[src/rtl/priority_5encoder_pkg.sv]
// Shared control definitions for the 32-to-5 priority encoder: vector and
// code widths (matching the 5-bit ctrl_opcode index) and the FSM state type.
package priority_5encoder_pkg;

   localparam int ENC_N = 32;
   localparam int ENC_W = 5;

   // W-bit opcode index, same width as ctrl_opcode
   typedef logic [ENC_W-1:0] code_t;

   typedef enum logic {
      ST_IDLE = 1'b0,
      ST_EMIT = 1'b1
   } state_t;

endpackage

[src/rtl/priority_5encoder_lsb.sv]
// Combinational lowest-set-bit encoder: index of the lowest set bit of vec_i
// plus a flag telling whether any bit is set at all.
module lsb_5encoder #(
   parameter int N = 32,
   parameter int W = 5
) (
   input  logic [N-1:0] vec_i,
   output logic [W-1:0] idx_o,
   output logic         any_o
);

   // Scan from the top down so the lowest set bit is the last one written
   always_comb begin
      idx_o = '0;
      for (int i = N - 1; i >= 0; i--) begin
         if (vec_i[i]) begin
            idx_o = W'(i);
         end
      end
   end

   assign any_o = |vec_i;

endmodule

[src/rtl/priority_5encoder.sv]
// Sequential 32-to-5 priority encoder. Accepts a request vector in IDLE, then
// emits the index of every set bit, one code per out handshake, in priority
// order. out_last marks the final code of the vector.
module priority_5encoder
   import priority_5encoder_pkg::*;
#(
   parameter int N         = ENC_N,
   parameter int W         = ENC_W,
   parameter int MSB_FIRST = 0
) (
   input  logic         clock,
   input  logic         reset,
   input  logic         in_valid,
   output logic         in_ready,
   input  logic [N-1:0] in_vec,
   output logic         out_valid,
   input  logic         out_ready,
   output logic [W-1:0] out_code,
   output logic         out_last
);

   localparam logic [N-1:0] ONE     = {{(N-1){1'b0}}, 1'b1};
   localparam logic [W-1:0] MAX_IDX = W'(N - 1);

   state_t         state_q, state_d;
   logic [N-1:0]   pending_q, pending_d;
   logic [W-1:0]   code_q, code_d;
   logic           last_q, last_d;
   logic           valid_q, valid_d;

   logic [N-1:0]   pend_clr;
   logic [N-1:0]   enc_src;
   logic [N-1:0]   enc_vec;
   logic [W-1:0]   lsb_idx;
   logic [W-1:0]   prio_idx;
   logic           enc_any;
   logic           src_single;

   // Pending set with the code currently on the output removed
   assign pend_clr = pending_q & ~(ONE << code_q);

   // In IDLE the next code comes from the incoming vector, in EMIT from what
   // remains after the current code is consumed
   assign enc_src = (state_q == ST_IDLE) ? in_vec : pend_clr;

   // MSB-first priority reuses the LSB encoder on the bit-reversed vector
   for (genvar g = 0; g < N; g++) begin : g_order
      assign enc_vec[g] = (MSB_FIRST != 0) ? enc_src[N-1-g] : enc_src[g];
   end

   lsb_5encoder #(
      .N (N),
      .W (W)
   ) u_lsb (
      .vec_i (enc_vec),
      .idx_o (lsb_idx),
      .any_o (enc_any)
   );

   assign prio_idx   = (MSB_FIRST != 0) ? (MAX_IDX - lsb_idx) : lsb_idx;
   // Exactly one bit set: non-zero and clearing the lowest bit leaves nothing
   assign src_single = enc_any && ((enc_src & (enc_src - ONE)) == '0);

   assign in_ready  = (state_q == ST_IDLE);
   assign out_valid = valid_q;
   assign out_code  = code_q;
   assign out_last  = last_q;

   // Next-state and datapath load decisions for the IDLE/EMIT machine
   always_comb begin
      state_d   = state_q;
      pending_d = pending_q;
      code_d    = code_q;
      last_d    = last_q;
      valid_d   = valid_q;
      case (state_q)
         ST_IDLE: begin
            // A zero vector is consumed silently and leaves us in IDLE
            if (in_valid && enc_any) begin
               pending_d = in_vec;
               code_d    = prio_idx;
               last_d    = src_single;
               valid_d   = 1'b1;
               state_d   = ST_EMIT;
            end
         end
         ST_EMIT: begin
            if (valid_q && out_ready) begin
               if (last_q) begin
                  pending_d = '0;
                  valid_d   = 1'b0;
                  state_d   = ST_IDLE;
               end else begin
                  pending_d = pend_clr;
                  code_d    = prio_idx;
                  last_d    = src_single;
               end
            end
         end
         default: begin
            state_d = ST_IDLE;
         end
      endcase
   end

   // State and output registers; reset aborts any vector in flight
   always_ff @(posedge clock or posedge reset) begin
      if (reset) begin
         state_q   <= ST_IDLE;
         pending_q <= '0;
         code_q    <= '0;
         last_q    <= 1'b0;
         valid_q   <= 1'b0;
      end else begin
         state_q   <= state_d;
         pending_q <= pending_d;
         code_q    <= code_d;
         last_q    <= last_d;
         valid_q   <= valid_d;
      end
   end

endmodule

[config.mk]
export PLATFORM = sky130hd
export DESIGN_NAME = priority_5encoder
export DESIGN_NICKNAME = d
export VERILOG_FILES = /design/src/rtl/priority_5encoder_pkg.sv /design/src/rtl/priority_5encoder_lsb.sv /design/src/rtl/priority_5encoder.sv
export SDC_FILE = /design/constraint.sdc
export NUM_CORES = 1
export LEC_CHECK = 0
export ABC_AREA = 1
export CORE_MARGIN = 2
export CORE_UTILIZATION = 45
export DETAILED_ROUTE_END_ITERATION = 8
export DONT_BUFFER_PORTS = 1
export SLEW_MARGIN = 10
export SYNTH_ARGS = -nofsm -noshare
export SYNTH_HDL_FRONTEND = slang
export SYNTH_SLANG_ARGS = --single-unit
[constraint.sdc]
create_clock -name clock -period 6.2 [get_ports clock]
set_input_delay 1.24 -clock clock [delete_from_list [all_inputs] [get_ports clock]]
set_output_delay 1.24 -clock clock [all_outputs]
set_load 0.01 [all_outputs]
==> results of run 1 <==
metrics by stage:
step / setup WS [ns] / instances / utilization, % / total power, mW
after global routing: 1.98 / 630 / 49.2 / 0.524
final: 2.43 / 630 / 49.2 / 0.509
after global placement: 2.68 / 622 / 47.6 / 0.279
after detailed placement: 2.52 / 622 / 47.6 / 0.279
after CTS: 2.50 / 630 / 49.2 / 0.513
after floorplan: 3.14 / 541 / - / 0.275
Yosys cell counts (all sizes together):
cell / instances / share of area, %
a31oi: 11 / 2.0
o22ai: 27 / 5.0
buf: 9 / 1.3
nor3: 4 / 0.92
nand2: 160 / 18
a2111oi: 1 / 0.26
a22o: 1 / 0.26
o31ai: 2 / 0.44
nand3b: 1 / 0.59
a21oi: 13 / 2.0
nor4: 4 / 1.1
inv: 77 / 8.5
clkinv: 1 / 0.11
o21ai: 62 / 9.7
o22a: 1 / 0.26
or2: 24 / 4.4
o2111ai: 2 / 0.52
dfrtp: 40 / 30
o21bai: 1 / 0.22
a211oi: 1 / 0.22
nand4: 7 / 1.5
clkbuf: 13 / 1.6
o221ai: 1 / 0.26
nor2: 47 / 6.5
nand3: 31 / 4.7
layout make-up:
| class | count | area, um2 | area share [%] |
|---|---|---|---|
| Timing Repair Buffer | 4 | 30.0 | 0.841 |
| Inverter | 78 | 293 | 8.20 |
| Tap cell | 99 | 124 | 3.47 |
| Multi-Input combinational cell | 401 | 2010 | 56.2 |
| Clock inverter | 3 | 46.3 | 1.30 |
| Clock buffer | 5 | 68.8 | 1.93 |
| Sequential cell | 40 | 1000 | 28.1 |
registers in the layout (all words and copies together), names as in the netlist:
register	count
pending_q	32
out_valid	1
out_code	5
out_last	1
state_q	1
critical path, stage by stage, from the launching register on:
cell and delay (ns):
dfrtp_1 0.63, inv_1 0.25, nor2_1 0.27, nand2_1 0.12
o21ai_1 0.17, or2_1 0.12, o21ai_1 0.13, nor2_1 0.19
nand2_1 0.12, nor2_2 0.21, nand2_1 0.15, inv_2 0.12
nand2_1 0.07, inv_1 0.08, nand2_1 0.09, nand2_1 0.12
a21oi_4 0.06, inv_2 0.44, nor3_1 0.14, nand4_1 0.13
nand2_1 0.06
placed cells by master, fill, tap and decap left out, types with 2 or more instances in the layout:
master     instances
nand2_1          159
inv_1             69
o21ai_0           39
dfrtp_1           39
nor2_1            38
nand3_1           30
o22ai_1           27
or2_2             18
o21ai_1           18
a31oi_1           11
a21oi_1           11
inv_2              7
or2_1              6
nand4_1            6
nor2_2             5
o21ai_2            5
clkbuf_8           5
nor2_4             4
buf_4              4
nor3_1             3
clkinv_1           2
o31ai_1            2
nor4_2             2
o2111ai_1          2
nor4_1             2
worst paths after layout:
kind,slack [ns],endpoint,depth (start not counted)
worst max register to register,2.43,out_last,20
worst min-delay path,0.47,pending_q[8],2
worst max-delay path,2.43,out_last,20
worst min register to register,0.47,pending_q[8],2
max in group asynchronous,4.86,state_q,2
min in group asynchronous,0.94,pending_q[11],2
per-layer routing:
layer	wire, um	vias to the layer above	part of all wire (%)
li1	-	1755	-
met1	4820	1618	46
met2	4750	136	45
met3	742	18	7.0
met4	216	0	2.1
met5	0	-	0
power breakdown:
part           switching, mW  internal (mW)
Clock                  0.114          0.122
Combinational         0.0108        0.00202
Sequential                 0          0.261
kinds of logic after synthesis:
family | count (synthesis)
buffers and inverters | 100
AOI/OAI and AO/OA | 123
DFF | 40
and+or+nand+nor | 278
==> impl_metrics.toml, run 1 <==
[critical_path]
critPathRequiredTime_ns = 6.41
critical_path_class = "register to register"
worst_setup_path_start_kind = "register"
crit_fanout = 28
critPathArrivalTime_ns = 3.98
crit_start = "out_code[2]"
worstSetupEndpointType = "register"
timing.rr.start = "out_code[2]"

[power_and_ir_drop]
p_per_area_nw_per_um2 = 143
p_leak_nw = 1.79
peakVddDrop_v = 0.000110

[hold_path]
min-delay-start = "pending_q[8]"
min_path_type = "register to register"

[clock_network]
cts_tree = "built"
postCtsHoldBufs = 0
cts_resized = 0
cts-root-buf = "clkbuf_8"
clk_pin_slew_ns = 0.10
clk_path_buf_depth = 2
clk_latency_ns = 0.31
cts_setup_buffers = 0
clock-sinks = 40
cts_buffers = 5
htreeDepth = 2

[sta]
fin_setup_tns_ns = 0
worst_pin_slew_ns = 0.859
finClkSkew_ns = 0.0187
max_freq_mhz = 265
drv_slew = 0
final.period_utilization_pct = 60.9
setup_viol = 0
max_slew_margin_pct = 42.7
timing.final.hold_violations = 0
fin_hold_ws_ns = 0.470
min_period_ns = 3.77
rsz0062_at_grt = "no"

[yosys]
synth_xor_area_share_pct = 0
synth_top_family_by_area = "simple AND/OR/NAND/NOR gates"
synth_mux_area_share_pct = 0
synth_compound_area_share_pct = 21.2
seq_area_frac_synth_pct = 29.6
syn_area_um2 = 3390
syn_inst = 541
ys_types = 38
synth_fp_nets = 577
yosys.area_share.adder_pct = 0
syn_area_per_cell_um2 = 6.26
yosysWarnings = 0
synth.ff_latch_count = 40
synth-simple-area-share_pct = 37.7

[placed_design]
io_buffer_count = 0
place.gp.congestion = 0.965
dp_hpwl_mm = 7.63
place_area_um2 = 3450

[finish]
area_growth_pct = 5.43
insertedDiodeCount = 0
drive_above_1_share_pct = 11.5
fill_cells = 804
final_nets = 566
fin_area_um2 = 3570

[grt]
grtUsageTotal_pct = 26.3
grt_use_met2_pct = 40.3
grt_pass1_wl_mm = 17.4
grt.busiest_layer = "met2"
antenna_found_initial = 0
grt-ovfl-total = 0
gr-usage-met3_pct = 4.51
grt_use_met1_pct = 37.7
grt_start_max_net_pins = 60
first_global_vias = 3326

[drt]
drc = 0
vias = 3527
drt_iter0_drc = 308
ant_nets = 0
wirelength_mm = 10.5
drt_first_pass_iters = 7
wire_per_inst_um = 16.7
vias_per_cell = 5.60

[job]
maxCapViolations = 0

[floorplanning]
die_x_um = 90.7
die_h_um = 90.7
coreArea_um2 = 7250
pin_count = 44
dieArea_um2 = 8230
start_util_pct = 46.7
std_cell_rows = 31

[run_status]
status = "finished, final reports clean"
Note: power is estimated with default switching activity, not from simulation.
==> inputs of run 2 (changes only) <==
==> constraint.sdc (replaced) <==
create_clock -name clock -period 3.5 [get_ports clock]
set_input_delay 0.7 -clock clock [delete_from_list [all_inputs] [get_ports clock]]
set_output_delay 0.7 -clock clock [all_outputs]
set_load 0.01 [all_outputs]
==> run 2 against run 1 <==
Critical path depth shrank 1. Combinational power is 77% higher. Power rose by 74%. Worst hold slack worse by 0.13 ns. Cell area increased by 3.6%. Largest cell class unchanged.
==> impl_metrics.toml, run 2 (same netlist as run 1, synthesis figures left out) <==
[run_status]
status = "finished, final reports clean"

[sta]
max_slew_margin_pct = 42.4
drv_slew = 0
min_period_ns = 3.26
setup_viol = 0
worst_pin_slew_ns = 0.859
rsz0062_at_grt = "yes"
finClkSkew_ns = 0.0154
timing.final.hold_violations = 0
max_freq_mhz = 306
final.period_utilization_pct = 93.2

[finish]
final_common_cell = "nand2_1"
final_nets = 577
area_growth_pct = 9.24
top_register = "pending_q"
drive_above_1_share_pct = 14.6
insertedDiodeCount = 0
final_cell_mix = "nand2_1 (159), inv_1 (69), dfrtp_1 (37), nor2_1 (35), o21ai_0 (33)"
final_util_pct = 51.0
largest_register_ffs = 32

[drt]
wirelength_mm = 10.8
vias_per_cell = 5.67
drt_first_pass_iters = 5
ant_nets = 0
drc = 0
wire_per_inst_um = 16.8
vias = 3637
drt_iter0_drc = 266

[grt]
antenna_found_initial = 0
grtUsageTotal_pct = 26.7
grt-ovfl-total = 0
first_global_vias = 3367
grt_start_max_net_pins = 47
grt_pass1_wl_mm = 17.4

[floorplanning]
std_cell_rows = 31
pin_count = 44
dieArea_um2 = 8230
start_util_pct = 46.7
die_h_um = 90.7
coreArea_um2 = 7250
die_x_um = 90.7

[critical_path]
path_cells = "inv_1 -> nor2_4 -> nand3_1 -> o21ai_2 -> or2_1 -> o21ai_2 -> nor2_4 -> nand2_4 -> nor2_4 -> inv_2 -> nor2_4 -> nand3_2 -> nor3_4 -> nand4_2 -> nor3_1 -> a31oi_1 -> nor4_2 -> nand4_1 -> nand2_1"
crit_fanout = 6
cp_slowest_cell = "dfrtp_2"
worstSetupEndpointType = "register"
critPathRequiredTime_ns = 3.75
critical_path_class = "register to register"
crit_start = "out_code[0]"
critPathArrivalTime_ns = 3.51
timing.rr.start = "out_code[0]"
max_stage_delay_ns = 0.48
worst_setup_path_start_kind = "register"
critical_path.most_common_cell = "nor2_4"

[placed_design]
dp_hpwl_mm = 7.99
io_buffer_count = 0
place.gp.congestion = 0.949

[power_and_ir_drop]
p_total_uw = 886
p_per_area_nw_per_um2 = 240
p_leak_nw = 1.85
peakVddDrop_v = 0.000157

[clock_network]
clock-sinks = 40
cts-root-buf = "clkbuf_8"
cts_tree = "built"
clk_pin_slew_ns = 0.09
cts_buffers = 5
clk_latency_ns = 0.31
clk_path_buf_depth = 2
htreeDepth = 2

[job]
maxCapViolations = 0

[hold_path]
min_path_type = "input pin to asynchronous set/reset pin"
run 2: report_power, final:
| part | internal, mW | switching, mW |
|---|---|---|
| clock network | 0.212 | 0.191 |
| registers | 0.462 | 0 |
| logic | 0.00355 | 0.0190 |
run 2: final cells by class:
cell class              count  area, um2
fillers                   793       3550
multi-input cells         401       2040
flip-flops and latches     40       1000
inverters                  78        293
repair buffers             15        125
well taps                  99        124
clock buffers               5       68.8
clock inverters             3       42.5
run 2: worst max-delay path, delay by kind of cell (launching register included):
family,cells,cell delay [ns]
and+or+nand+nor,14,2.17
buffers and inverters,2,0.16
DFF,1,0.48
AOI/OAI and AO/OA,3,0.40
run 2: path summary, 6_finish.rpt:
| kind | end | slack [ns] | depth (start not counted) |
|---|---|---|---|
| min | out_code[4] | 0.34 | 1 |
| min in group clock | pending_q[16] | 0.47 | 2 |
| min reg2reg | pending_q[16] | 0.47 | 2 |
| max reg2reg | out_last | 0.24 | 19 |
| max in group asynchronous | state_q | 2.44 | 2 |
| max | out_last | 0.24 | 19 |
run 2: metrics by stage:
step	std cells	TNS, ns	setup slack, ns	area, um2	hold slack [ns]
3_5_place_dp	631	0	0.0938	3530	0.453
3_3_place_gp	631	0	0.148	3530	0.447
5_1_grt	641	-0.108	-0.108	3700	0.385
6_report	641	0	0.237	3700	0.345
4_1_cts	639	0	0.0748	3650	0.358
2_1_floorplan	541	0	0.772	3390	0.436
run 2: repair_timing:
item,in CTS,in global routing
hold buffers,0,0
buffers inserted,0,2
endpoints found under the setup margin,0,39
gates resized for setup,0,16
run 2: metal layers:
| layer | share of wire, % | routed length [um] | GRT usage (%) | up-vias |
|---|---|---|---|---|
| met5 | 0 | 0 | 0 | - |
| met4 | 2.5 | 274 | 8.72 | 0 |
| met3 | 6.0 | 651 | 3.84 | 21 |
| met2 | 48 | 5140 | 43.9 | 129 |
| met1 | 44 | 4710 | 36.2 | 1712 |
| li1 | - | - | - | 1775 |
